**config.mk**
```make
export PLATFORM = sky130hd
export DESIGN_NAME = lockable_reg_bank_flat
export DESIGN_NICKNAME = d
export VERILOG_FILES = /design/src/rtl/lockable_reg_bank_pkg.sv /design/src/rtl/lockable_reg_bank_if.sv /design/src/rtl/lrb_sat_counter.sv /design/src/rtl/lockable_reg_bank.sv /design/src/flat_wrapper.sv
export SDC_FILE = /design/constraint.sdc
export NUM_CORES = 1
export LEC_CHECK = 0
export CAP_MARGIN = 20
export CORE_ASPECT_RATIO = 0.5
export CORE_MARGIN = 5
export CORE_UTILIZATION = 50
export DETAILED_ROUTE_END_ITERATION = 8
export GPL_ROUTABILITY_DRIVEN = 0
export PLACE_DENSITY = 0.78
export SYNTH_ARGS = -nofsm -noshare
export SYNTH_HDL_FRONTEND = slang
export SYNTH_SLANG_ARGS = --single-unit
export TNS_END_PERCENT = 20
```
**constraint.sdc**
```tcl
create_clock -name clk -period 1.9 [get_ports clk]
set_clock_uncertainty 0.1 [all_clocks]
set_input_delay 0.475 -clock clk [delete_from_list [all_inputs] [get_ports clk]]
set_output_delay 0.475 -clock clk [all_outputs]
set_load 0.01 [all_outputs]
```
**src/rtl/lockable_reg_bank_pkg.sv**
```systemverilog
// lockable_reg_bank_pkg
// Shared types and constants for the lockable register bank:
//   wr_state_e      - write-channel FSM states
//   RESP_OK/RESP_ERR - encoding of the resp_err response bit
package lockable_reg_bank_pkg;

  typedef enum logic [0:0] {
    WR_IDLE = 1'b0,
    WR_RESP = 1'b1
  } wr_state_e;

  localparam logic RESP_OK  = 1'b0;
  localparam logic RESP_ERR = 1'b1;

endpackage : lockable_reg_bank_pkg

```
**src/rtl/lockable_reg_bank_if.sv**
```systemverilog
// lockable_reg_bank_if
// Write request / write response channel of the lockable register bank.
//   wr_valid/wr_ready/wr_addr/wr_data  - write request (master -> slave)
//   resp_valid/resp_ready/resp_err     - registered write response (slave -> master)
// Modports: master (bus decoder side), slave (register bank side).
interface lockable_reg_bank_if #(
  parameter int ADDR_W = 2,
  parameter int DATA_W = 8
);
  logic              wr_valid;
  logic              wr_ready;
  logic [ADDR_W-1:0] wr_addr;
  logic [DATA_W-1:0] wr_data;
  logic              resp_valid;
  logic              resp_ready;
  logic              resp_err;

  modport master (
    output wr_valid, wr_addr, wr_data, resp_ready,
    input  wr_ready, resp_valid, resp_err
  );

  modport slave (
    input  wr_valid, wr_addr, wr_data, resp_ready,
    output wr_ready, resp_valid, resp_err
  );
endinterface : lockable_reg_bank_if

```
**src/rtl/lrb_sat_counter.sv**
```systemverilog
// lrb_sat_counter
// Saturating up-counter: increments by one on each cycle inc is high and
// holds at all-ones instead of wrapping.
//   clk, rst_n - clock, async active-low reset (count -> 0)
//   inc        - increment request
//   count      - registered count value
module lrb_sat_counter #(
  parameter int W = 8
) (
  input  logic         clk,
  input  logic         rst_n,
  input  logic         inc,
  output logic [W-1:0] count
);

  logic [W-1:0] count_r;

  // Count up on request, stop at all-ones.
  always_ff @(posedge clk or negedge rst_n) begin
    if (!rst_n) begin
      count_r <= '0;
    end else if (inc && (count_r != {W{1'b1}})) begin
      count_r <= count_r + W'(1);
    end
  end

  assign count = count_r;

endmodule : lrb_sat_counter

```
**src/rtl/lockable_reg_bank.sv**
```systemverilog
// lockable_reg_bank
// Bank of NUM_REGS configuration registers with per-register sticky locks.
// A lock can only be cleared by rst_n. Writes arrive over a valid/ready
// request and produce a registered response flagging lock/range violations.
// Ports:
//   clk, rst_n   - clock, async active-low reset
//   bus          - lockable_reg_bank_if.slave write request/response channel
//   lock_set     - per-register lock request (sampled every cycle)
//   lock_all     - lock every register
//   lock_status  - current lock state per register
//   rd_addr      - read index; rd_data - registered read data (0 if out of range)
//   viol_cnt     - saturating count of rejected writes
//   viol_valid, viol_addr - first rejected write capture, only when the
//                  LOCKABLE_REG_BANK_VIOL_CAPTURE_EN macro is defined;
//                  otherwise tied to 0.
module lockable_reg_bank
  import lockable_reg_bank_pkg::*;
#(
  parameter int                DATA_W     = 8,
  parameter int                NUM_REGS   = 4,
  parameter int                ADDR_W     = (NUM_REGS > 1) ? $clog2(NUM_REGS) : 1,
  parameter logic [DATA_W-1:0] RESET_VAL  = '0,
  parameter int                VIOL_CNT_W = 8
) (
  input  logic                  clk,
  input  logic                  rst_n,
  lockable_reg_bank_if.slave    bus,
  input  logic [NUM_REGS-1:0]   lock_set,
  input  logic                  lock_all,
  output logic [NUM_REGS-1:0]   lock_status,
  input  logic [ADDR_W-1:0]     rd_addr,
  output logic [DATA_W-1:0]     rd_data,
  output logic [VIOL_CNT_W-1:0] viol_cnt,
  output logic                  viol_valid,
  output logic [ADDR_W-1:0]     viol_addr
);

  // One extra bit so NUM_REGS itself is representable for the range check.
  localparam logic [ADDR_W:0] NREGS_C = (ADDR_W + 1)'(NUM_REGS);

  wr_state_e           state_r;
  logic                resp_valid_r;
  logic                resp_err_r;
  logic [NUM_REGS-1:0] lock_status_r;
  logic [DATA_W-1:0]   regs_r [NUM_REGS];
  logic [DATA_W-1:0]   rd_data_r;

  logic [NUM_REGS-1:0] lock_eff_s;
  logic                addr_ok_s;
  logic                tgt_locked_s;
  logic                wr_hs_s;
  logic                reject_s;
  logic                commit_s;
  logic [DATA_W-1:0]   rd_mux_s;

  // Same-cycle lock requests count as locked, so a racing lock beats the write.
  always_comb begin
    lock_eff_s   = lock_status_r | lock_set | {NUM_REGS{lock_all}};
    addr_ok_s    = ({1'b0, bus.wr_addr} < NREGS_C);
    tgt_locked_s = 1'b0;
    rd_mux_s     = '0;
    for (int i = 0; i < NUM_REGS; i++) begin
      tgt_locked_s = tgt_locked_s | ((bus.wr_addr == ADDR_W'(i)) & lock_eff_s[i]);
      rd_mux_s     = rd_mux_s | ({DATA_W{rd_addr == ADDR_W'(i)}} & regs_r[i]);
    end
    wr_hs_s  = (state_r == WR_IDLE) & bus.wr_valid;
    reject_s = ~addr_ok_s | tgt_locked_s;
    commit_s = wr_hs_s & ~reject_s;
  end

  // Write FSM: accept in IDLE, hold the response in RESP until consumed.
  always_ff @(posedge clk or negedge rst_n) begin
    if (!rst_n) begin
      state_r      <= WR_IDLE;
      resp_valid_r <= 1'b0;
      resp_err_r   <= RESP_OK;
    end else begin
      case (state_r)
        WR_IDLE: begin
          if (bus.wr_valid) begin
            state_r      <= WR_RESP;
            resp_valid_r <= 1'b1;
            resp_err_r   <= reject_s ? RESP_ERR : RESP_OK;
          end
        end
        WR_RESP: begin
          if (bus.resp_ready) begin
            state_r      <= WR_IDLE;
            resp_valid_r <= 1'b0;
          end
        end
        default: begin
          state_r      <= WR_IDLE;
          resp_valid_r <= 1'b0;
          resp_err_r   <= RESP_OK;
        end
      endcase
    end
  end

  // Sticky locks and register storage.
  always_ff @(posedge clk or negedge rst_n) begin
    if (!rst_n) begin
      lock_status_r <= '0;
      for (int i = 0; i < NUM_REGS; i++) begin
        regs_r[i] <= RESET_VAL;
      end
    end else begin
      lock_status_r <= lock_eff_s;
      for (int i = 0; i < NUM_REGS; i++) begin
        if (commit_s && (bus.wr_addr == ADDR_W'(i))) begin
          regs_r[i] <= bus.wr_data;
        end
      end
    end
  end

  // Registered read port; shows pre-write contents in the write cycle.
  always_ff @(posedge clk or negedge rst_n) begin
    if (!rst_n) begin
      rd_data_r <= '0;
    end else begin
      rd_data_r <= rd_mux_s;
    end
  end

  lrb_sat_counter #(.W(VIOL_CNT_W)) u_viol_cnt (
    .clk   (clk),
    .rst_n (rst_n),
    .inc   (wr_hs_s & reject_s),
    .count (viol_cnt)
  );

`ifdef LOCKABLE_REG_BANK_VIOL_CAPTURE_EN
  logic              viol_valid_r;
  logic [ADDR_W-1:0] viol_addr_r;

  // Capture only the first rejected address after reset.
  always_ff @(posedge clk or negedge rst_n) begin
    if (!rst_n) begin
      viol_valid_r <= 1'b0;
      viol_addr_r  <= '0;
    end else if (wr_hs_s && reject_s && !viol_valid_r) begin
      viol_valid_r <= 1'b1;
      viol_addr_r  <= bus.wr_addr;
    end
  end

  assign viol_valid = viol_valid_r;
  assign viol_addr  = viol_addr_r;
`else
  assign viol_valid = 1'b0;
  assign viol_addr  = '0;
`endif

  assign bus.wr_ready   = (state_r == WR_IDLE);
  assign bus.resp_valid = resp_valid_r;
  assign bus.resp_err   = resp_err_r;
  assign lock_status    = lock_status_r;
  assign rd_data        = rd_data_r;

endmodule : lockable_reg_bank

```
**src/flat_wrapper.sv**
```systemverilog
// flat-port wrapper written by rule: the top's interface ports become plain ports
module lockable_reg_bank_flat import lockable_reg_bank_pkg::*;
#(
  parameter int                DATA_W     = 8,
  parameter int                NUM_REGS   = 4,
  parameter int                ADDR_W     = (NUM_REGS > 1) ? $clog2(NUM_REGS) : 1,
  parameter logic [DATA_W-1:0] RESET_VAL  = '0,
  parameter int                VIOL_CNT_W = 8
)
  (clk, rst_n, lock_set, lock_all, lock_status, rd_addr, rd_data, viol_cnt, viol_valid, viol_addr, bus_wr_valid, bus_wr_addr, bus_wr_data, bus_resp_ready, bus_wr_ready, bus_resp_valid, bus_resp_err);
  lockable_reg_bank_if #(.ADDR_W(ADDR_W), .DATA_W(DATA_W)) bus_i ();
  input  logic clk;
  input  logic rst_n;
  input  logic [NUM_REGS-1:0] lock_set;
  input  logic lock_all;
  output logic [NUM_REGS-1:0] lock_status;
  input  logic [ADDR_W-1:0] rd_addr;
  output logic [DATA_W-1:0] rd_data;
  output logic [VIOL_CNT_W-1:0] viol_cnt;
  output logic viol_valid;
  output logic [ADDR_W-1:0] viol_addr;
  input wire logic [$bits(bus_i.wr_valid)-1:0] bus_wr_valid;
  input wire logic [$bits(bus_i.wr_addr)-1:0] bus_wr_addr;
  input wire logic [$bits(bus_i.wr_data)-1:0] bus_wr_data;
  input wire logic [$bits(bus_i.resp_ready)-1:0] bus_resp_ready;
  output wire logic [$bits(bus_i.wr_ready)-1:0] bus_wr_ready;
  output wire logic [$bits(bus_i.resp_valid)-1:0] bus_resp_valid;
  output wire logic [$bits(bus_i.resp_err)-1:0] bus_resp_err;
  assign bus_i.wr_valid = bus_wr_valid;
  assign bus_i.wr_addr = bus_wr_addr;
  assign bus_i.wr_data = bus_wr_data;
  assign bus_i.resp_ready = bus_resp_ready;
  assign bus_wr_ready = bus_i.wr_ready;
  assign bus_resp_valid = bus_i.resp_valid;
  assign bus_resp_err = bus_i.resp_err;
  lockable_reg_bank #(.DATA_W(DATA_W), .NUM_REGS(NUM_REGS), .ADDR_W(ADDR_W), .RESET_VAL(RESET_VAL), .VIOL_CNT_W(VIOL_CNT_W)) u_core (.clk(clk), .rst_n(rst_n), .bus(bus_i), .lock_set(lock_set), .lock_all(lock_all), .lock_status(lock_status), .rd_addr(rd_addr), .rd_data(rd_data), .viol_cnt(viol_cnt), .viol_valid(viol_valid), .viol_addr(viol_addr));
endmodule
```
# --- After elaboration in Yosys (flattened, before gate mapping) ---
# Index checks and enable logic that the tools add are counted.
# Widths: inputs -> output; s select.
op_classes:
  add_sub_neg: 1
  mul: 0
  n_div: 0
  n_lt_le_gt_ge: 0
  eq_ne: 9
  shifts: 0
  n_mux: 7
  bitwise: 21
  n_reduce_logical: 9
op_table:
  columns: ["operator", "n"]
  rows:
  - ["$and 8x8->8", 4]
  - ["$or 8x8->8", 3]
  - ["$add 8x1->8 const B", 1]
  - ["$eq 2x2->1 const B", 4]
  - ["$ne 8x8->1 const B", 1]
  - ["$or 4x4->4", 2]
  - ["$and 1x1->1", 7]
  - ["$logic_and 1x1->1", 5]
  - ["$mux 1", 5]
  - ["$eq 2x1->1 const B", 2]
  - ["$logic_not 2->1", 2]
  - ["$ne 2x2->1 const B", 2]
  - ["$pmux 1 s2", 2]
  - ["$reduce_and 2->1", 2]
  - ["$or 1x1->1", 3]
  - ["$not 1->1", 2]
totals:
  regBits: 55
  latch_bits: 0
  ramBits: 0
  romBits: 0
  in_bits: 21
  out_inout_bits: 26
  wordCells: 57
  memories: 0

# --- Logic depth before layout (Yosys ltp) ---
logic_depth:
  word_depth: 9
  mapped_depth: 6
  depth_no_buf: 5

# --- Hierarchy ---
# From an unflattened synthesis, not the netlist that was laid out.
hier_totals:
  cells_unflattened: 154
  area_unflattened_um2: 2361.0
modules_own_cells:
  columns: ["module", "instances", "cells_each", "area_each_um2", "seq_area_each_um2"]
  rows:
  - ["lockable_reg_bank", 1, 120, 1953.1, 1176.1]
  - ["lrb_sat_counter", 1, 34, 407.9, 200.2]

# --- Worst setup path after synthesis ---
# OpenSTA, ideal clock, no wires.
synth_timing:
  path_kind: "input to register"
  startpoint: "input port lock_all"
  endpoint: "register u_core.u_viol_cnt.count_r[6] (netlist: u_core.u_viol_cnt.count[6])"
  setup_ns: 0.128
  t_arrival_ns: 1.558
  required_time_ns: 1.672
  setup_slack_ns: 0.114
  path_stages: 6
  path_buffers: 1
  path_cell_list: "nor4_1 a21oi_1 a21o_1 buf_6 nand4_1 mux2_1"
synth_via:
  elab_chain_len: 7
  word_cells_on_any_way: 10
  classes_between: "9 x bitwise; 1 x reduce/logical"
synth_lines:
  columns: ["element", "line_no", "text"]
  rows:
  - ["from (decl)", "flat_wrapper.sv:15", "input logic lock_all;"]
  - ["$or 4x4->4 *", "lockable_reg_bank.sv:58", "lock_eff_s = lock_status_r | lock_set | {NUM_REGS{lock_all}};"]
  - ["$and 1x1->1", "lockable_reg_bank.sv:63", "tgt_locked_s = tgt_locked_s | ((bus.wr_addr == ADDR_W'(i)) & lock_eff_s[i]);"]
  - ["$or 1x1->1 (2 in series)", "lockable_reg_bank.sv:63", null]
  - ["$or 1x1->1 *", "lockable_reg_bank.sv:63", null]
  - ["$and 1x1->1 *", "lockable_reg_bank.sv:130", ".inc (wr_hs_s & reject_s),"]
  - ["$logic_and 1x1->1 *", "lrb_sat_counter.sv:22", "end else if (inc && (count_r != {W{1'b1}})) begin"]
  - ["to (signal assigned)", "lrb_sat_counter.sv:23", "count_r <= count_r + W'(1);"]
  - ["to (decl)", "lrb_sat_counter.sv:16", "logic [W-1:0] count_r;"]
# Mark *: on every way between the ends. The rest lies on a longest branch, timed or not.
# A chain may end at the register's enable or synchronous reset.

# --- Worst setup path in the final report ---
layout_timing:
  startpoint: "input port bus_wr_addr[0]"
  endpoint: "register u_core.u_viol_cnt.count_r[6] (netlist: u_core.u_viol_cnt.count[6])"
layout_via:
  elab_chain_len: 7
  word_cells_on_any_way: 13
  classes_between: "3 x eq/ne; 8 x bitwise; 2 x reduce/logical"
layout_lines:
  columns: ["element", "line_no", "text"]
  rows:
  - ["from (decl)", "flat_wrapper.sv:23", "input wire logic [$bits(bus_i.wr_addr)-1:0] bus_wr_addr;"]
  - ["$eq 2x1->1 or $logic_not 2->1 (tied branches)", "lockable_reg_bank.sv:63", null]
  - ["$and 1x1->1", "lockable_reg_bank.sv:63", null]
  - ["$or 1x1->1 (2 in series)", "lockable_reg_bank.sv:63", null]
  - ["$or 1x1->1 *", "lockable_reg_bank.sv:63", null]
  - ["$and 1x1->1 *", "lockable_reg_bank.sv:130", null]
  - ["$logic_and 1x1->1 *", "lrb_sat_counter.sv:22", null]
# Marked as above.

==> results_dict.tcl <==
set metrics [dict create \
    critPathBufInv 1 \
    worst_slack_ns 0.0250 \
    syn_area_per_cell_um2 15.0 \
    startpoint_type "input port" \
    whs_ns -0.00208 \
    synth_edf_count 0 \
    ys_types 31 \
    coreArea_mm2 0.00440 \
    areaGrowthSynthToFinish_pct 37.8 \
    numCtsBuffers 5 \
    ys_seq_area_share_pct 60.4 \
    powerDensity_mw_per_mm2 864 \
    outcome "finished, violations left" \
    grt_antenna_before_repair 0 \
    portBuffers 43 \
    synthCells 152 \
    clock_path_buffers 2 \
    dpl.hpwl_um 3370 \
    root_buffer "clkbuf_8" \
    worstPathMaxFanout 6 \
    cpMaxStageDelayCell "clkdlybuf4s50_1" \
    critPathCaptureType "flip-flop" \
    die_h_um 57.7 \
    critPathKind "input port to flip-flop" \
    antenna_cells 0 \
    drc 0 \
    cts_tree "yes" \
    grt_pass1_wl_um 7790 \
    violations "negative hold slack" \
    grt_max_degree 26 \
    overflow 0 \
    fmax_mhz 533 \
    yosysTopAreaCell "dfrtp_1" \
    fin_crit_sh_pct 98.7 \
    arrival_ns 1.97 \
    synth_top_area_share_pct 60.4 \
    synthTopCellsByArea "dfrtp_1 (60%), mux2_2 (11%), mux4_2 (7.9%)" \
    grt_usage_pct 16.3 \
    crit_family "simple AND/OR/NAND/NOR gates" \
    die_area_mm2 0.00609 \
    yosys_register_bits 55 \
    syn_area_mm2 0.00228 \
    num_rows 17 \
    pre_cts_slack_ns -0.487 \
    grt_pass1_vias 1592 \
    cts_hold_buf 0 \
    yosysWarnings 0 \
    leakage_uw 0.00154 \
    async_flop_share_pct 100 \
    setup_violations 0 \
    vias 1446 \
    insertion_delay_ns 0.30 \
    final_core_util_pct 71.3 \
    h-tree-depth 2 \
    critPathMaxStageDelay_ns 0.48 \
    hp-class "input port to async pin" \
    ios 47 \
    irDropWorstVdd_mv 0.547 \
    drive_gt1_share_pct 31.2 \
    firstDrtPassIters 4 \
    crit_required_ns 1.99 \
    fillers 302 \
    wirelength_um 4570 \
    min_period_ns 1.88 \
    synthFlopType "dfrtp_1" \
    wl_per_cell_um 16.4 \
    drtAntennaViolNets 0 \
    nets 242 \
    routed_via_density 5.20 \
    drv_slew 0 \
    start_util_pct 51.7 \
    dpl_cell_area_mm2 0.00295 \
    hold_viol 7 \
    setup-tns-final_ns 0 \
    fin_area_mm2 0.00314 \
    cts_sinks 55 \
    drv_cap 0 \
    drt_iter0_drc 28 \
    path_cells "clkdlybuf4s50_1 > and3b_2 > nor3b_2 > a21o_1 > nand4_1 > mux2_1" \
    die_w_um 105 \
    clkTransAtPathRegs_ns 0.10 \
    rsz0062_at_grt "yes" \
]
-- layout by cell type (no fill, tap or decap), types with 2 or more instances in the layout --
cell and instances:
bufinv_16 2, a21oi_1 4, a21o_1 2, mux2_2 23
clkdlybuf4s50_1 31, nor2_1 4, buf_4 17, clkbuf_8 5
mux2_1 11, nand4_1 2, dlygate4sd2_1 6, buf_12 4
mux4_2 8, nand3_1 4, inv_1 4, xnor2_1 3
or3_1 3, dlymetal6s2s_1 5, dfrtp_1 54, and3_1 5
conb_1 3, nand2_1 4
-- worst register-to-register path: stages, from the launching register on --
cell,delay [ns]
dfrtp_1,0.44
nor4b_4,0.33
nor3b_2,0.08
a21o_1,0.23
buf_6,0.15
nand4_1,0.10
mux2i_1,0.22
-- kinds of logic (layout without fill, tap and decap cells) --
family / count (synthesis) / count (layout) / synth area share [%]
xor gates and xnor gates: 3 / 3 / 1.15
AOI/OAI and AO/OA: 8 / 8 / 2.03
and+or+nand+nor: 31 / 31 / 8.02
buffers and inverters: 10 / 77 / 2.53
DFF: 55 / 55 / 60.4
muxes: 43 / 43 / 25.2
other: 1 / 3 / 0.165
adders and majority gates: 1 / 1 / 0.549
-- final cells by class --
cell class / instances / area [um2] / share of cell area, %
Clock buffer: 6 / 72.6 / 2.31
Timing Repair Buffer: 65 / 649 / 20.7
Tap cell: 57 / 71.3 / 2.27
Inverter: 4 / 15.0 / 0.478
Clock inverter: 2 / 60.1 / 1.91
Multi-Input combinational cell: 89 / 893 / 28.5
Sequential cell: 55 / 1380 / 43.9
-- cell usage after synthesis (all sizes together), types with 2 or more instances --
master  instances
dfrtp          55
nand3           4
mux4            8
xnor2           3
nand2           5
nor4            2
inv             4
mux2           34
buf             6
and3            5
nor2            4
a21o            2
nand4           2
a21oi           4
or3             3
-- per-stage QoR --
| stage | total power, uW | hold WS, ns | cells |
|---|---|---|---|
| after floorplan | 1550 | 0.0794 | 154 |
| final | 2710 | -0.00208 | 278 |
| after detailed placement | 1860 | 0.333 | 269 |
| after global placement | 1840 | 0.328 | 269 |
| after CTS | 2750 | 0.00818 | 278 |
| after global routing | 2850 | 0.0170 | 278 |
-- registers in the layout, summed over array words and instances (netlist names) --
signal / flops
u_core.bus.resp_err: 1
u_core.bus.resp_valid: 1
u_core.lock_status: 4
u_core.rd_data: 8
u_core.regs_r: 32
u_core.state_r: 1
u_core.u_viol_cnt.count: 8
-- path summary, 6_finish.rpt --
path                                            start                    endpoint  slack [ns]  depth (start not counted)
worst max-delay path                   bus_wr_addr[0]  u_core.u_viol_cnt.count[6]        0.02                          6
worst min-delay path                            rst_n           u_core.rd_data[4]      -0.002                          1
worst max register to register  u_core.lock_status[3]  u_core.u_viol_cnt.count[7]        0.17                          6
worst min register to register    u_core.bus.resp_err         u_core.bus.resp_err        0.40                          1
max in group asynchronous                       rst_n  u_core.u_viol_cnt.count[4]        1.21                          2
min in group clk                  u_core.bus.resp_err         u_core.bus.resp_err        0.40                          1
-- metal layers --
metal  track usage (%)  up-vias  wire length (um)
met1              19.8      736              1980
li1                  -      681                 -
met2              29.7       27              2410
met4              4.86        0                27
met3              3.45        2               153
met5                 0        -                 0
-- power by group --
part / switching [uW] / internal, uW / leakage [uW]
Sequential: 90.2 / 1260 / 0.000720
Clock: 359 / 527 / 0.0000654
Combinational: 204 / 272 / 0.000759
Total: 653 / 2060 / 0.00154
-- timing repair --
item / in CTS / in global routing
hold endpoints to repair: 0 / 0
endpoints found under the setup margin: 32 / 9
buffers inserted: 1 / 0
resized for setup: 13 / 7
pin swaps: 5 / 0
No activity file was read; power rests on OpenSTA's default activity.
